File: config.mk
export PLATFORM = sky130hd
export DESIGN_NAME = acc_alu_flat
export DESIGN_NICKNAME = d
export VERILOG_FILES = /design/src/rtl/acc_alu_if.sv /design/src/rtl/acc_alu.sv /design/src/flat_wrapper.sv
export SDC_FILE = /design/constraint.sdc
export NUM_CORES = 1
export LEC_CHECK = 0
export ABC_CLOCK_PERIOD_IN_PS = 3500
export BUFFER_PORTS_ARGS = -buffer_cell sky130_fd_sc_hd__buf_4
export CAP_MARGIN = 5
export CORE_ASPECT_RATIO = 0.5
export CORE_MARGIN = 10
export CORE_UTILIZATION = 40
export DETAILED_ROUTE_END_ITERATION = 7
export HOLD_SLACK_MARGIN = 0.1
export MAX_ROUTING_LAYER = met4
export PLACE_DENSITY_LB_ADDON = 0.12
export SYNTH_ARGS = -nofsm -noshare
export SYNTH_HDL_FRONTEND = slang
export SYNTH_SLANG_ARGS = --single-unit
File: constraint.sdc
create_clock -name clk -period 3.5 [get_ports clk]
set_clock_uncertainty 0.05 [all_clocks]
set_input_delay 0.175 -clock clk [delete_from_list [all_inputs] [get_ports clk]]
set_output_delay 0.175 -clock clk [all_outputs]
set_load 0.01 [all_outputs]
File: src/rtl/acc_alu_if.sv
// Operation/result port bundle for acc_alu.
// The master drives requests; the slave (acc_alu) drives accumulator and status.
interface acc_alu_if #(
  parameter int unsigned WIDTH = 8
);
  logic             on;
  logic             op_valid;
  logic             op_ready;
  logic [2:0]       op_code;
  logic [WIDTH-1:0] operand;
  logic             err_clear;
  logic [WIDTH-1:0] acc;
  logic             result_valid;
  logic             error;
  logic [1:0]       state;

  modport master (
    output on, op_valid, op_code, operand, err_clear,
    input  op_ready, acc, result_valid, error, state
  );

  modport slave (
    input  on, op_valid, op_code, operand, err_clear,
    output op_ready, acc, result_valid, error, state
  );
endinterface

File: src/rtl/acc_alu.sv
// Accumulator ALU: single-cycle logic/add/sub ops, shift-add multiply over WIDTH
// cycles, and a sticky error state entered on any arithmetic overflow.
module acc_alu #(
  parameter int unsigned WIDTH = 8
) (
  input  logic       clk,
  input  logic       rst,
  acc_alu_if.slave   bus
);

  localparam int unsigned ProdW = 2 * WIDTH;
  localparam int unsigned CntW  = $clog2(WIDTH);

  localparam logic [2:0] opLoad = 3'b000;
  localparam logic [2:0] opAnd  = 3'b001;
  localparam logic [2:0] opOr   = 3'b010;
  localparam logic [2:0] opXor  = 3'b011;
  localparam logic [2:0] opNot  = 3'b100;
  localparam logic [2:0] opAdd  = 3'b101;
  localparam logic [2:0] opSub  = 3'b110;
  localparam logic [2:0] opMul  = 3'b111;

  typedef enum logic [1:0] {
    stOff   = 2'b00,
    stReady = 2'b01,
    stRun   = 2'b10,
    stError = 2'b11
  } stateT;

  stateT            stateQ;
  logic [WIDTH-1:0] accQ;
  logic             resultValidQ;
  logic             opReadyQ;
  logic             errorQ;
  logic [ProdW-1:0] mcandQ;
  logic [WIDTH-1:0] mplierQ;
  logic [ProdW-1:0] productQ;
  logic [CntW-1:0]  countQ;

  logic [WIDTH:0]   addExt;
  logic [WIDTH:0]   subExt;
  logic [WIDTH-1:0] aluRes;
  logic             aluOvf;
  logic [ProdW-1:0] productNext;
  logic             lastStep;

  // Extra top bit carries the ADD carry-out / SUB borrow.
  assign addExt = {1'b0, accQ} + {1'b0, bus.operand};
  assign subExt = {1'b0, accQ} - {1'b0, bus.operand};

  always_comb begin
    aluRes = accQ;
    aluOvf = 1'b0;
    case (bus.op_code)
      opLoad:  aluRes = bus.operand;
      opAnd:   aluRes = accQ & bus.operand;
      opOr:    aluRes = accQ | bus.operand;
      opXor:   aluRes = accQ ^ bus.operand;
      opNot:   aluRes = ~accQ;
      opAdd: begin
        aluRes = addExt[WIDTH-1:0];
        aluOvf = addExt[WIDTH];
      end
      opSub: begin
        aluRes = subExt[WIDTH-1:0];
        aluOvf = subExt[WIDTH];
      end
      default: aluRes = accQ;
    endcase
  end

  // One multiplier bit per RUN cycle; the shifted multiplicand is added when the bit is set.
  assign productNext = productQ + (mplierQ[0] ? mcandQ : {ProdW{1'b0}});
  assign lastStep    = (countQ == CntW'(WIDTH - 1));

  always_ff @(posedge clk) begin
    if (rst) begin
      stateQ       <= stOff;
      accQ         <= '0;
      resultValidQ <= 1'b0;
      opReadyQ     <= 1'b0;
      errorQ       <= 1'b0;
      mcandQ       <= '0;
      mplierQ      <= '0;
      productQ     <= '0;
      countQ       <= '0;
    end else begin
      resultValidQ <= 1'b0;
      if (!bus.on) begin
        stateQ   <= stOff;
        opReadyQ <= 1'b0;
        errorQ   <= 1'b0;
        countQ   <= '0;
      end else begin
        case (stateQ)
          stOff: begin
            stateQ   <= stReady;
            opReadyQ <= 1'b1;
          end
          stReady: begin
            if (bus.op_valid) begin
              if (bus.op_code == opMul) begin
                mcandQ   <= {{WIDTH{1'b0}}, accQ};
                mplierQ  <= bus.operand;
                productQ <= '0;
                countQ   <= '0;
                stateQ   <= stRun;
                opReadyQ <= 1'b0;
              end else begin
                accQ         <= aluRes;
                resultValidQ <= 1'b1;
                if (aluOvf) begin
                  stateQ   <= stError;
                  opReadyQ <= 1'b0;
                  errorQ   <= 1'b1;
                end
              end
            end
          end
          stRun: begin
            productQ <= productNext;
            mcandQ   <= mcandQ << 1;
            mplierQ  <= mplierQ >> 1;
            countQ   <= countQ + CntW'(1);
            if (lastStep) begin
              accQ         <= productNext[WIDTH-1:0];
              resultValidQ <= 1'b1;
              countQ       <= '0;
              if (productNext[ProdW-1:WIDTH] != '0) begin
                stateQ <= stError;
                errorQ <= 1'b1;
              end else begin
                stateQ   <= stReady;
                opReadyQ <= 1'b1;
              end
            end
          end
          stError: begin
            if (bus.err_clear) begin
              stateQ   <= stReady;
              opReadyQ <= 1'b1;
              errorQ   <= 1'b0;
            end
          end
          default: stateQ <= stOff;
        endcase
      end
    end
  end

  assign bus.acc          = accQ;
  assign bus.result_valid = resultValidQ;
  assign bus.op_ready     = opReadyQ;
  assign bus.error        = errorQ;
  assign bus.state        = stateQ;

endmodule

File: src/flat_wrapper.sv
// flat-port wrapper written by rule: the top's interface ports become plain ports
module acc_alu_flat 
#(
  parameter int unsigned WIDTH = 8
)
  (clk, rst, bus_on, bus_op_valid, bus_op_code, bus_operand, bus_err_clear, bus_op_ready, bus_acc, bus_result_valid, bus_error, bus_state);
  acc_alu_if #(.WIDTH(WIDTH)) bus_i ();
  input  logic clk;
  input  logic rst;
  input wire logic [$bits(bus_i.on)-1:0] bus_on;
  input wire logic [$bits(bus_i.op_valid)-1:0] bus_op_valid;
  input wire logic [$bits(bus_i.op_code)-1:0] bus_op_code;
  input wire logic [$bits(bus_i.operand)-1:0] bus_operand;
  input wire logic [$bits(bus_i.err_clear)-1:0] bus_err_clear;
  output wire logic [$bits(bus_i.op_ready)-1:0] bus_op_ready;
  output wire logic [$bits(bus_i.acc)-1:0] bus_acc;
  output wire logic [$bits(bus_i.result_valid)-1:0] bus_result_valid;
  output wire logic [$bits(bus_i.error)-1:0] bus_error;
  output wire logic [$bits(bus_i.state)-1:0] bus_state;
  assign bus_i.on = bus_on;
  assign bus_i.op_valid = bus_op_valid;
  assign bus_i.op_code = bus_op_code;
  assign bus_i.operand = bus_operand;
  assign bus_i.err_clear = bus_err_clear;
  assign bus_op_ready = bus_i.op_ready;
  assign bus_acc = bus_i.acc;
  assign bus_result_valid = bus_i.result_valid;
  assign bus_error = bus_i.error;
  assign bus_state = bus_i.state;
  acc_alu #(.WIDTH(WIDTH)) u_core (.clk(clk), .rst(rst), .bus(bus_i));
endmodule
* Word-level counts from Yosys, hierarchy flattened
Cells that the tools add are included.
** Storage, ports and cells
- Flip-flop bits (word level) :: 56
- Input bits :: 16
- Output and inout bits :: 13
- Logic and storage cells :: 96
** Operators by class
- Add/sub/neg operators :: 4
- Eq/ne operators :: 21
- Muxes and demuxes :: 45
- Bitwise logic cells :: 5
- Reduce and logical (&&, ||, !) cells :: 12
** Operators by type and width (number)
- 2-to-1 mux 16 bit :: 5
- case mux 16 bit (2 select lines) :: 2
- case mux 8 bit (7 select lines) :: 1
- 2-to-1 mux 8 bit :: 5
- case mux 8 bit (2 select lines) :: 2
- adder 16 bit :: 1
- == test 3 bit, second input constant :: 5
- 2-to-1 mux 1 bit :: 15
- 2-to-1 mux 2 bit :: 6
- adder 8 x 8 -> 9 bit :: 1
- 2-to-1 mux 3 bit :: 3
- subtractor 8 x 8 -> 9 bit :: 1
- AND 8 bit :: 1
- != test 2 x 1 -> 1 bit, second input constant :: 4
- != test 2 bit, second input constant :: 4
- != test 8 bit, second input constant :: 1
- inverter 8 bit :: 1
- bitwise OR 8 bit :: 1
- case mux 2 bit (4 select lines) :: 1
- AND reduction 4 bit :: 2
- nonzero test 8 bit :: 1
- XOR 8 bit :: 1
- AND reduction 7 bit :: 1
- == test 3 x 2 -> 1 bit, second input constant :: 2
- other kinds (18) :: 20

* Depth between registers and ports, before layout
- Depth after elaboration :: 6
- Mapped depth :: 13
- Gate-level depth less buffers :: 12

* Worst setup path before layout
Ideal clock, no wire load.
- Path kind :: reg2reg
- Start :: register u_core.mplierQ[0]
- End :: register u_core.errorQ (netlist: u_core.bus.error)
- Setup time :: 0.079 ns
- Arrival :: 2.967 ns
- Data required time :: 3.371 ns
- Slack :: 0.404 ns
- Stages on the path, launching flop included :: 14
- Path buffers :: 1
- Period minus slack after synthesis :: 3.096 ns
- Cells stage by stage :: dfxtp_1 -> clkbuf_1 -> and2_1 -> ha_1 -> inv_1 -> fa_1 -> nor2b_2 -> o31a_1 -> o21ai_0 -> o2111a_1 -> nor4b_2 -> nand4bb_4 -> o211a_1 -> a211oi_2
** On the way
- Word-level cells in the longest chain between the ends :: 5
** Ends and longest elaborated chain
- from (decl) :: RTL line acc_alu.sv:36 : logic [WIDTH-1:0] mplierQ;
- from (signal assigned) :: RTL line acc_alu.sv:104 : mplierQ <= bus.operand;
- from (signal assigned) :: RTL line acc_alu.sv:123 : mplierQ <= mplierQ >> 1;
- 2-to-1 mux 16 bit :: RTL line acc_alu.sv:73 : assign productNext = productQ + (mplierQ[0] ? mcandQ : {ProdW{1'b0}});
- adder 16 bit :: RTL line acc_alu.sv:73
- nonzero test 8 bit :: RTL line acc_alu.sv:129 : if (productNext[ProdW-1:WIDTH] != '0) begin
- != test 2 x 1 -> 1 bit (no source line)
- AND reduction 7 bit (no source line)
- to (signal assigned) :: RTL line acc_alu.sv:82 : errorQ <= 1'b0;
- to (signal assigned) :: RTL line acc_alu.sv:131 : errorQ <= 1'b1;
- to (signal assigned) :: RTL line acc_alu.sv:142 : errorQ <= 1'b0;
- to (decl) :: RTL line acc_alu.sv:34 : logic errorQ;
Every way passes these cells.
A chain may end at the register's enable or synchronous reset.

* Worst setup path in the final report
Ends and elaborated chain as after synthesis.

==> run summary <==
===============================================================================
Mean post-synth cell area                                              7.73 um2
Combined area of all synthesized cells                                 4610 um2
Post-layout util                                                          45.6%
Resized cells post-CTS                                                        0
Die Span Y                                                              95.9 um
Worst hold path type                                               primary input to flip-flop
# fillers                                                                  1145
Max IR drop VDD                                                          204 uV
Worst slew pin tran                                                    0.634 ns
Synth top area share                                                      24.3%
Drt first-iter violations                                                   216
Max Freq                                                                314 MHz
Crit path launch                                                   u_core.mplierQ[0]
Run status                                                            completed
Worst hold path startpoint                                         bus_operand[7]
Synth Register Bits                                                          56
Share of post-route cells with drive strength above 1                     9.98%
Final setup fails                                                             0
Clock latency on the worst-skew pair                                    0.29 ns
TritonCTS buffer count                                                        5
Area Growth Syn to Fin                                                    9.99%
Core footprint                                                        11100 um2
Most used cells in the layout excluding fill and tap cells         nor2_1 (61), dfxtp_1 (56), a21oi_1 (51), ha_1 (44)
Minimum period implied by the final worst setup slack                   3.19 ns
Layout Cells excl Fill                                                      746
Clock-pin slew on the worst setup and hold paths                        0.08 ns
Synthesized netlist net count                                               660
Crit Reg-Reg Startpoint                                            u_core.mplierQ[0]
WL/cell                                                                 16.8 um
Depth of the CTS H-tree                                                       2
Width of the die                                                         172 um
Initial antenna violation count                                               0
Via/cell ratio                                                             5.72
Total design power                                                      1.52 mW
Main area contributors after synthesis                             dfxtp_1 (24%), ha_1 (12%), a21oi_1 (5.5%)
Via count of the first global-routing pass                                 3920
Critical Path Source Type                                             flip-flop
Share of flip-flops with an asynchronous set or reset                        0%
Arrival @ worst endpoint                                                3.36 ns
Largest fanout on the critical path                                           9
Number of endpoints with negative hold slack in the final report              0
Number of buffers on the longest clock path                                   2
Crit-path max cell delay                                                0.46 ns
Leftover overflow at the end of global routing                                0
Summed negative setup slack over all endpoints                             0 ns
Maximum number of pins on one net before global-route repair                 51
Worst path slowest cell                                                 dfxtp_1
Headroom to the max-slew limit                                            57.7%
Starting utilization of the core area                                     41.5%
Number of standard cells after synthesis                                    596
Number of diodes                                                              0
CTS tree                                                                    yes
Count of input and output buffers                                            28
Cell taking the most area after synthesis                               dfxtp_1
DR DRC count                                                                  0
Final WS setup                                                         0.311 ns
Routed wire length                                                      12.5 mm
P_leak                                                                  2.00 nW
DR vias                                                                    4268
Placed Cells incl. Taps                                                     738
Number of routed nets with antenna violations                                 0
Critical-path cell list                                            and2_1 -> ha_1 -> inv_1 -> fa_1 -> nor2b_2 -> o31a_1 -> o21ai_0 -> o2111a_1 -> nor4b_2 -> nand4bb_4 -> o211a_1 -> a211oi_2
Register area share after synthesis                                       24.3%
Number of setup buffers added after CTS                                       0
Net count of the finished layout                                            664
Count of warnings emitted by yosys                                            0
Most common library cell in the layout ignoring fill and taps            nor2_1
Count of TritonRoute iterations in the first routing pass                     5
Setup repair after global routing missed its margin                          no
Routability-driven placement congestion ratio                             0.905
Power density over the cells                                         299 nW/um2
Placement row count                                                          27
Endpoint class of the critical path                                   flip-flop
Number of buffers added to fix hold violations after cts                      0
Root Buffer                                                           clkbuf_16
Path type of the worst setup path                                  flip-flop to flip-flop
Post-place setup slack                                                 0.311 ns
CTS sink count                                                               56
Data required, critical path                                            3.67 ns
Max-slew violations                                                           0
Post-synth EDFFs                                                              0
Total global routing track utilization                                    15.6%
Post-DP HPWL                                                            9.37 mm
Max Cap Viol                                                                  0
Count of different cell masters after synthesis                              68
Number of top-level pins                                                     29
Most common flop cell mapped by yosys                                   dfxtp_1
First-pass GRT wire length                                              20.6 mm
Period Utilization, post-route                                            91.1%
Die Outline Area                                                      16500 um2
===============================================================================
[cells in the mapped netlist, types with 4 or more instances]
cell type / n
a311oi_1: 5
nand2b_1: 6
xnor2_1: 12
dfxtp_1: 56
and2_1: 17
a22oi_1: 6
nor2_1: 61
o32ai_1: 4
inv_1: 42
buf_2: 6
a21o_1: 8
a21oi_1: 51
o22ai_1: 9
o211ai_1: 4
nand3_1: 19
nand2_1: 42
xor2_1: 6
nor3_1: 12
clkbuf_1: 29
a211oi_1: 26
a221oi_1: 5
mux2i_1: 17
a31o_2: 4
o21ai_0: 33
ha_1: 45
o21a_1: 4
[sequential cells by signal, indices dropped and copies added, names as in the netlist]
register                 cells
u_core.bus.result_valid      1
u_core.mcandQ               16
u_core.productQ             16
u_core.mplierQ               8
u_core.bus.state             2
u_core.bus.op_ready          1
u_core.bus.error             1
u_core.bus.acc               8
u_core.countQ                3
[routing by layer]
metal  wire length [um]  global-route usage [%]  vias up
met2               5400                    23.6       62
met3                348                    1.96        5
met5                  0                       -        -
met1               6720                    22.2     2033
met4                 52                    2.14        0
li1                   -                       -     2168
[where the power goes]
group          total (mW)  switching, mW  internal, mW
Combinational       0.267          0.157         0.110
Sequential          0.663         0.0161         0.647
Clock               0.585          0.243         0.342
[critical path, delay by kind of cell, from the launching register on]
kind	cells	cell delay (ns)
fa+ha+maj	2	0.62
flops	1	0.46
buf+inv	1	0.07
compound gates	5	1.01
simple gates	4	0.89
[area by class of cell]
cell class	count	area (um2)	share of cell area, %
Multi-Input combinational cell	459	3170	62.6
Sequential cell	56	1120	22.1
Timing Repair Buffer	36	270	5.33
Tap cell	145	181	3.58
Inverter	42	158	3.11
Clock buffer	6	129	2.54
Clock inverter	2	38.8	0.765
[path summary, 6_finish.rpt]
check                 endpoint  slack (ns)  cells after the start
max           u_core.bus.error        0.31                     12
min          u_core.mplierQ[7]        0.14                      3
max reg2reg   u_core.bus.error        0.31                     12
min reg2reg   u_core.countQ[2]        0.41                      2
[through the flow]
stage	instance area, um2	hold slack [ns]
floorplan	4610	0.292
global placement	4900	0.396
detailed placement	4900	0.398
CTS	5070	0.133
global route	5070	0.150
finish	5070	0.136
[cell families (layout without fill, tap and decap cells)]
kind of cell / Yosys count / after routing / share of synthesized area, %
adder cells (fa/ha/maj): 48 / 48 / 13.5
XOR/XNOR: 18 / 18 / 3.42
buffers and inverters: 81 / 86 / 6.92
AND/OR/NAND/NOR: 183 / 183 / 19.7
multiplexers: 17 / 17 / 3.69
flip-flops: 56 / 56 / 24.3
AO/OA/AOI/OAI: 193 / 193 / 28.4
(Power assumes the default switching activity.)
